==> src/rtl/venom_fire_scheduler.sv <==
// Purpose: turns two players' fire-key presses into one-shot projectile spawns, with a per-player magazine, a frame-timed reload and a cap on live projectiles.
// Latency: a key first held in cycle N makes the player PENDING in N+1, and spawn_valid rises at N+2 at the earliest. Ammo and the live count update the cycle after the handshake.
// Backpressure: spawn_valid and spawn_player stay stable until spawn_ready. Requests wait in PENDING while the live cap is reached, and presses made outside READY are dropped.
module venom_fire_scheduler #(
  parameter int MAX_SHOTS     = 3,
  parameter int RELOAD_FRAMES = 120,
  parameter int MAX_ACTIVE    = 4
) (
  input  logic        Clk,
  input  logic        Reset,
  input  logic [15:0] keycode,
  input  logic [7:0]  fireKey0,
  input  logic [7:0]  fireKey1,
  input  logic        frame_tick,
  input  logic        spawn_ready,
  input  logic [1:0]  retire,
  output logic        spawn_valid,
  output logic        spawn_player,
  output logic [1:0]  ammo0,
  output logic [1:0]  ammo1,
  output logic [1:0]  reloading,
  output logic [2:0]  active_count
);

  localparam logic [2:0] SHOTS_C   = 3'(MAX_SHOTS);
  localparam logic [2:0] MAX_ACT_C = 3'(MAX_ACTIVE);
  localparam logic [7:0] RLD_C     = 8'(RELOAD_FRAMES);

  typedef enum logic [1:0] {P_READY, P_PENDING, P_FIRING, P_RELOAD} pstate_t;
  typedef enum logic {A_IDLE, A_OFFER} astate_t;

  logic [1:0] held, held_q, held_d, press;
  pstate_t    pst_q [2];
  pstate_t    pst_d [2];
  logic [1:0] used_q [2];
  logic [1:0] used_d [2];
  logic [7:0] rcnt_q [2];
  logic [7:0] rcnt_d [2];
  logic [1:0] rfresh_q, rfresh_d;
  astate_t    arb_q, arb_d;
  logic       grant_q, grant_d;
  logic       ptr_q, ptr_d;
  logic [2:0] act_q, act_d;

  logic [1:0] pending, grant_evt, hs_evt;
  logic       offer_go, grant_sel, hs;
  logic [3:0] cnt_sum, cnt_pop, cnt_diff;

  // Key decode and press-edge detection; player 0 owns a key shared by both players
  always_comb begin
    held[0] = (fireKey0 == keycode[15:8]) || (fireKey0 == keycode[7:0]);
    held[1] = ((fireKey1 == keycode[15:8]) || (fireKey1 == keycode[7:0])) &&
              (fireKey1 != fireKey0);
    held_d  = held;
    press   = held & ~held_q;
  end

  // Round-robin arbiter: picks a pending player while under the live cap, then holds the offer until the handshake
  always_comb begin
    pending[0] = (pst_q[0] == P_PENDING);
    pending[1] = (pst_q[1] == P_PENDING);
    offer_go   = (arb_q == A_IDLE) && (|pending) && (act_q < MAX_ACT_C);
    grant_sel  = pending[ptr_q] ? ptr_q : ~ptr_q;
    hs         = (arb_q == A_OFFER) && spawn_ready;
    arb_d      = arb_q;
    grant_d    = grant_q;
    ptr_d      = ptr_q;
    grant_evt  = 2'b00;
    hs_evt     = 2'b00;
    if (offer_go) begin
      arb_d     = A_OFFER;
      grant_d   = grant_sel;
      grant_evt = grant_sel ? 2'b10 : 2'b01;
    end
    if (hs) begin
      arb_d  = A_IDLE;
      ptr_d  = ~grant_q;
      hs_evt = grant_q ? 2'b10 : 2'b01;
    end
  end

  // Per-player shot FSM: magazine use, and a reload that ignores the frame tick in its entry cycle
  always_comb begin
    rfresh_d = rfresh_q;
    for (int p = 0; p < 2; p++) begin
      pst_d[p]  = pst_q[p];
      used_d[p] = used_q[p];
      rcnt_d[p] = rcnt_q[p];
      case (pst_q[p])
        P_READY: begin
          if (press[p]) pst_d[p] = P_PENDING;
        end
        P_PENDING: begin
          if (grant_evt[p]) pst_d[p] = P_FIRING;
        end
        P_FIRING: begin
          if (hs_evt[p]) begin
            used_d[p] = used_q[p] + 2'd1;
            if (({1'b0, used_q[p]} + 3'd1) >= SHOTS_C) begin
              pst_d[p]    = P_RELOAD;
              rcnt_d[p]   = RLD_C;
              rfresh_d[p] = 1'b1;
            end else begin
              pst_d[p] = P_READY;
            end
          end
        end
        default: begin
          rfresh_d[p] = 1'b0;
          if (!rfresh_q[p] && frame_tick) begin
            if (rcnt_q[p] <= 8'd1) begin
              pst_d[p]  = P_READY;
              used_d[p] = 2'd0;
              rcnt_d[p] = 8'd0;
            end else begin
              rcnt_d[p] = rcnt_q[p] - 8'd1;
            end
          end
        end
      endcase
    end
  end

  // Live projectile count: a spawn and a retire in the same cycle cancel, and the count is clamped to 0..MAX_ACTIVE
  always_comb begin
    cnt_pop  = {3'b000, retire[0]} + {3'b000, retire[1]};
    cnt_sum  = {1'b0, act_q} + {3'b000, hs};
    cnt_diff = cnt_sum - cnt_pop;
    if (cnt_sum < cnt_pop) begin
      act_d = 3'd0;
    end else if (cnt_diff > {1'b0, MAX_ACT_C}) begin
      act_d = MAX_ACT_C;
    end else begin
      act_d = cnt_diff[2:0];
    end
  end

  // State registers with synchronous reset
  always_ff @(posedge Clk) begin
    if (Reset) begin
      held_q   <= 2'b00;
      rfresh_q <= 2'b00;
      arb_q    <= A_IDLE;
      grant_q  <= 1'b0;
      ptr_q    <= 1'b0;
      act_q    <= 3'd0;
      for (int p = 0; p < 2; p++) begin
        pst_q[p]  <= P_READY;
        used_q[p] <= 2'd0;
        rcnt_q[p] <= 8'd0;
      end
    end else begin
      held_q   <= held_d;
      rfresh_q <= rfresh_d;
      arb_q    <= arb_d;
      grant_q  <= grant_d;
      ptr_q    <= ptr_d;
      act_q    <= act_d;
      for (int p = 0; p < 2; p++) begin
        pst_q[p]  <= pst_d[p];
        used_q[p] <= used_d[p];
        rcnt_q[p] <= rcnt_d[p];
      end
    end
  end

  assign spawn_valid  = (arb_q == A_OFFER);
  assign spawn_player = grant_q;
  assign ammo0        = (pst_q[0] == P_RELOAD) ? 2'd3 : used_q[0];
  assign ammo1        = (pst_q[1] == P_RELOAD) ? 2'd3 : used_q[1];
  assign reloading    = {pst_q[1] == P_RELOAD, pst_q[0] == P_RELOAD};
  assign active_count = act_q;

endmodule

==> config.mk <==
export PLATFORM = sky130hd
export DESIGN_NAME = venom_fire_scheduler
export DESIGN_NICKNAME = d
export VERILOG_FILES = /design/src/rtl/venom_fire_scheduler.sv
export SDC_FILE = /design/constraint.sdc
export NUM_CORES = 1
export LEC_CHECK = 0
export BUFFER_PORTS_ARGS = -buffer_cell sky130_fd_sc_hd__buf_2
export CAP_MARGIN = 0
export CORE_ASPECT_RATIO = 1.2
export CORE_MARGIN = 5
export CORE_UTILIZATION = 50
export CTS_CLUSTER_SIZE = 16
export DETAILED_ROUTE_END_ITERATION = 7
export GPL_ROUTABILITY_DRIVEN = 0
export PLACE_DENSITY = 0.82
export SETUP_SLACK_MARGIN = 0.3
export SYNTH_ARGS = -nofsm -noshare
export SYNTH_HDL_FRONTEND = slang
export SYNTH_SLANG_ARGS = --single-unit
==> constraint.sdc <==
create_clock -name Clk -period 2.5 [get_ports Clk]
set_input_delay 0.375 -clock Clk [delete_from_list [all_inputs] [get_ports Clk]]
set_output_delay 0.375 -clock Clk [all_outputs]
set_load 0.02 [all_outputs]
Yosys cells after proc, flatten, opt, wreduce, memory -nomap -nowiden

Memory sizes are Yosys's and may differ from the RTL's.
Index checks and enable logic that the tools add are counted.

Memories kept: 3
Memory bits (writable): 24
Bits in read-only memories: 0
Output and inout port bits: 11
Bits of input ports: 38
Latch bits: 0
Bits in registers: 10
Logic and storage cells: 133

Memories:

| name   | words | width | read ports | clocked after Yosys merged registers in | write ports | RTL line | text |
|---|---|---|---|---|---|---|---|
| rcnt_q | 2     | 8     | 2          | 0                                       | 2           | 37       | `logic [7:0] rcnt_q [2];` |
| pst_q  | 2     | 2     | 2          | 0                                       | 2           | 33       | `pstate_t pst_q [2];` |
| used_q | 2     | 2     | 2          | 0                                       | 2           | 35       | `logic [1:0] used_q [2];` |

Div/mod/pow operators: 0
Add/sub/neg operators: 9
Shift-type cells: 0
Bitwise logic cells: 13
Multipliers: 0
Reductions and logical operators: 20
$lt $le $gt $ge: 8
Equal/unequal tests: 15
Muxes and demuxes: 57

Operators with widths:

| cell                                                                             | count |
|---|---|
| 8-bit 2-to-1 mux                                                                 | 10 |
| 2-bit 2-to-1 mux                                                                 | 28 |
| 8-bit equality test                                                              | 4 |
| 8-bit one-hot mux with 2 select lines                                            | 2 |
| 8-bit by 1-bit less-or-equal comparator with 1-bit output, second input constant | 2 |
| 8-bit by 1-bit subtractor with 8-bit output, second input constant               | 2 |
| 2-bit one-hot mux with 3 select lines                                            | 2 |
| 1-bit 2-to-1 mux                                                                 | 10 |
| 2-bit OR reduction                                                               | 5 |
| 2-bit equality test, second input constant                                       | 4 |
| 2-bit inequality test, second input constant                                     | 4 |
| 8-bit inequality test                                                            | 1 |
| 2-bit one-hot mux with 2 select lines                                            | 2 |
| 2-bit by 1-bit adder with 3-bit output, second input constant                    | 2 |
| 3-bit by 2-bit >= comparator with 1-bit output, second input constant            | 2 |
| 1-bit logical AND                                                                | 6 |
| 1-bit OR                                                                         | 6 |
| 3-bit AND reduction                                                              | 2 |
| 1-bit NOT                                                                        | 5 |
| 2-bit by 1-bit adder with 2-bit output, second input constant                    | 2 |
| 3-bit by 1-bit adder with 4-bit output                                           | 1 |
| 2-bit by 1-bit equality test with 1-bit output, second input constant            | 2 |
| 4-bit by 3-bit greater-than comparator with 1-bit output, second input constant  | 1 |
| 2-bit logical NOT                                                                | 2 |
| 12 further kinds                                                                 | 15 |

Depth between registers and ports, before layout

An unclocked memory read counts as a cell.

Depth in word-level cells: 10
Depth in mapped cells: 10
Gate-level depth less buffers: 10

Least setup slack after synthesis

OpenSTA, ideal clock, no wires.

Path kind: register to register
From: register arb_q (netlist: spawn_valid)
To: register act_q[1] (netlist: active_count[1])
Setup time: 0.066 ns
Path buffers: 0
Setup slack: 0.144 ns
Data required time: 2.434 ns
Arrival time: 2.291 ns
Stages on the path, launching flop included: 11
Cells stage by stage: dfxtp_1 and2_1 ha_1 ha_1 ha_1 nor2b_1 or3_1 a21oi_1 o21ai_0 a21oi_1 nor2b_1

Cells in the longest elaborated chain, start to end: 5
Elaborated cells between the ends (all ways): 6
Those cells by class: add/sub: 2; order compare: 2; reduce/logical: 2

Ends and longest elaborated chain:

| what                                                     | RTL line | text |
|---|---|---|
| from (decl)                                              | 40       | `astate_t arb_q, arb_d;` |
| from (signal assigned)                                   | 155      | `arb_q <= arb_d;` |
| 1-bit logical AND *                                      | 64       | `hs = (arb_q == A_OFFER) && spawn_ready;` |
| via hs                                                   | 46       | `logic offer_go, grant_sel, hs;` |
| 3-bit by 1-bit adder with 4-bit output *                 | 127      | `cnt_sum = {1'b0, act_q} + {3'b000, hs};` |
| 4-bit by 2-bit subtractor with 4-bit output              | 128      | `cnt_diff = cnt_sum - cnt_pop;` |
| 4-bit by 3-bit greater-than comparator with 1-bit output | 131      | `end else if (cnt_diff > {1'b0, MAX_ACT_C}) begin` |
| 3-bit OR reduction (no source line)                      | --       |  |
| to (signal assigned)                                     | 158      | `act_q <= act_d;` |
| to (decl)                                                | 43       | `logic [2:0] act_q, act_d;` |

The timed path passes the listed nets; every way through them passes the cells marked *.
A chain may end at the register's enable or synchronous reset.

Worst setup path after layout

From: register arb_q (netlist: spawn_valid)
To: register act_q[0] (netlist: active_count[0])

Same word-level chain as after synthesis.

==> results.cfg <==
[finish]
fin_area_sq_mm = 0.00311
register_area_sq_um = 687
nFillCells = 430
drive_above_1_share_pct = 23.1
antennaDiodeCount = 0
post-route-util_pct = 62.5
multiInputGateArea_sq_mm = 0.00188
layout.nets = 450
syn2layout_area_growth_pct = 20.7

[die]
fp.coreArea_sq_mm = 0.00497
start_util_pct = 51.8
die_w_microns = 75.5
fp.dieH_microns = 88.6
ioPinCount = 49
dieArea_sq_mm = 0.00669
rows = 28

[setup_path]
startpoint = spawn_valid$_SDFFE_PP0N_
worstSetupStartpointType = flip-flop
crit_path_max_fanout = 2
critPathCapture = active_count[0]$_SDFF_PP0_
r2r_slack_ns = 0.28
timing.rr.end = active_count[0]$_SDFF_PP0_
worstSetupEndpointType = flip-flop
path_cells = and2_4 > ha_4 > ha_4 > ha_4 > nor2b_4 > buf_4 > o21ai_0 > a21oi_2 > o21ai_1 > a21oi_1 > nor2b_1
required_ns = 2.68
slowest_stage = dfxtp_4
path_class = reg -> reg
cp_data_arrival_time_ns = 2.41
crit_path_max_incr_delay_ns = 0.34
reg2regPathDepth = 11
path_common_cell = ha_4
worstReg2RegStart = spawn_valid$_SDFFE_PP0N_

[clock_tree]
cts_buffer_depth = 2
ctsHtreeMaxLevel = 2
clk_latency_ns = 0.29
cts_root_buf = clkbuf_8
cts.clk_slew.worst_paths_ns = 0.07
cts_tree = done
ctsHoldBuffers = 0
numClockSinks = 34
cts_made_buffers = 5

[synth]
synthAdderAreaFrac_pct = 11.9
synth-async-reset-ratio_pct = 0
synth_fp_nets = 393
synth.distinct_cells = 47
netlist_area_sq_mm = 0.00258
synthSimpleGateAreaFrac_pct = 25.1
synth_cells = 331
ys.flop_type = dfxtp_1
synth_compound_gate_area_share_pct = 16.6
synth_top_family_by_area = simple AND/OR/NAND/NOR gates
synth_xor_area_share_pct = 15.6
syn_area_per_cell_sq_um = 7.78
synthMuxAreaShare_pct = 0.389
synth_seq_cells = 34
ys.warnings.count = 0
synth_edf_count = 0
ys_seq_area_share_pct = 26.4

[route]
num_vias = 2536
drt_iter0_drc = 124
wire_per_inst_microns = 13.3
wirelength_microns = 5960
drtPass1Iterations = 4
postRouteAntennaNets = 0
vias_per_cell = 5.65
drc_errors = 0

[power_and_ir_drop]
power_frac_comb_pct = 56.2
p_per_area_mw_per_mm2 = 917
p_int_w = 0.00156
swShare_pct = 45.1
clkPwrFrac_pct = 14.6
pwr-share-seq_pct = 29.2
leakage_nw = 1.32
peakVddDrop_v = 0.000664
p_sw_w = 0.00129

[place]
io_buffers = 48
place_hpwl_microns = 4410
dpl_cell_area_sq_mm = 0.00291

[timing]
setup_tns_ns = 0
whs_ns = 0.376
worst_pin_slew_ns = 0.463
period_share_pct = 89.0
fin_worst_skew_ns = 0.00942
slew_headroom_pct = 68.6
slew_viol_final = 0
hold_violations = 0
timing.fmax_mhz = 450
layout_min_cycle_time_ns = 2.22
finalSetupViolations = 0
rsz0062_at_grt = yes

[status]
outcome = finished, final reports clean

[run]
max-cap-violations = 0

[global_route]
grt_pass1_vias = 2356
grt_pass1_wl_microns = 9790
track_usage_pct = 18.3
antenna_found_initial = 0
overflow = 0
grt_max_degree = 25

[hold_path]
hold_path.class = in -> reg
-- registers in the layout (all words and copies together), names as in the netlist --
signal,count
active_count,3
held_q,2
pst_q,4
ptr_q,1
rcnt_q,16
rfresh_q,2
spawn_player,1
spawn_valid,1
used_q,4
-- worst min path at each step --
stage,slack [ns],from,end,depth (start not counted)
floorplan,0.45,Reset,rcnt_q[0][4]$_SDFFE_PP0P_,1
global placement,0.48,used_q[0][0]$_SDFFE_PP0P_,used_q[0][0]$_SDFFE_PP0P_,2
detailed placement,0.49,used_q[0][0]$_SDFFE_PP0P_,used_q[0][0]$_SDFFE_PP0P_,2
CTS,0.37,spawn_ready,spawn_valid$_SDFFE_PP0N_,3
global route,0.40,spawn_ready,spawn_valid$_SDFFE_PP0N_,3
finish,0.38,spawn_ready,spawn_valid$_SDFFE_PP0N_,3
-- cells in the final DEF, fill, tap and decap left out, types with 3 or more instances in the layout --
cell type  count
a211oi_1       5
buf_4          6
nor2b_1        4
dfxtp_1       31
nand2_1       30
nor3_1        15
o21ai_0       12
buf_2         48
nand4_1        5
nand3_1        6
nand2b_1       4
inv_1         23
ha_1          19
nor2_1        35
ha_4           4
a21oi_1       29
xor2_1        28
xnor2_1       18
clkbuf_8       6
or4_1          3
or2_2          6
nor4_1         6
-- cells in the mapped netlist, types with 14 or more instances --
cell,number,area (sq um)
a21oi_1,30,150
ha_1,23,288
inv_1,23,86.3
dfxtp_1,34,681
nand2_1,30,113
xnor2_1,18,158
nor2_1,36,135
xor2_1,28,245
o21ai_0,14,70.1
nor3_1,16,80.1
-- critical path: cells and delay by family, from the launching register on --
kind            cells  cell delay [ns]
flops               1             0.34
simple gates        3             0.41
compound gates      4             0.61
fa+ha+maj           3             0.63
buf+inv             1             0.13
-- area by class of cell --
cell class                 instances  share of cell area [%]
multi-input combinational        270                    60.6
sequential                        34                    22.1
timing repair buffer              54                    9.18
clock buffer                       7                    2.78
inverter                          23                    2.78
tap                               60                    2.41
clock inverter                     1                   0.161
-- routing by layer --
| layer | GRT usage, % | up-vias | part of all wire, % |
|---|---|---|---|
| met2 | 32.0 | 93 | 48 |
| li1 | - | 1259 | - |
| met3 | 3.75 | 10 | 7.7 |
| met1 | 21.8 | 1174 | 43 |
| met5 | 0 | - | 0 |
| met4 | 6.52 | 0 | 1.1 |
-- per-stage QoR --
stage                     power (W)  setup WS (ns)  cells
final                       0.00285          0.275    449
after detailed placement    0.00230         0.0359    435
after CTS                   0.00277          0.304    445
after global routing        0.00312          0.216    449
after global placement      0.00226          0.121    435
after floorplan             0.00197          0.300    331
-- cells by family after synthesis --
| logic type | Yosys count |
|---|---|
| buffers and inverters | 27 |
| flip-flops | 34 |
| AO/OA/AOI/OAI | 69 |
| adder cells (fa/ha/maj) | 24 |
| AND/OR/NAND/NOR | 130 |
| XOR/XNOR | 46 |
| multiplexers | 1 |
-- power groups by stage --
stage | clock, W | sequential [W] | combinational [W]
3_3_place_gp | 0 | 0.000835 | 0.00142
6_report | 0.000417 | 0.000832 | 0.00160
4_1_cts | 0.000430 | 0.000825 | 0.00151
2_1_floorplan | 0 | 0.000833 | 0.00113
5_1_grt | 0.000450 | 0.000854 | 0.00181
3_5_place_dp | 0 | 0.000841 | 0.00146
-- repair_timing --
item / in CTS / in global routing
gates cloned: 0 / 0
gates resized for setup: 6 / 10
pin swaps: 4 / 10
endpoints found under the setup margin: 2 / 17
buffers inserted: 2 / 4
Power figures use the tool's default switching activity.
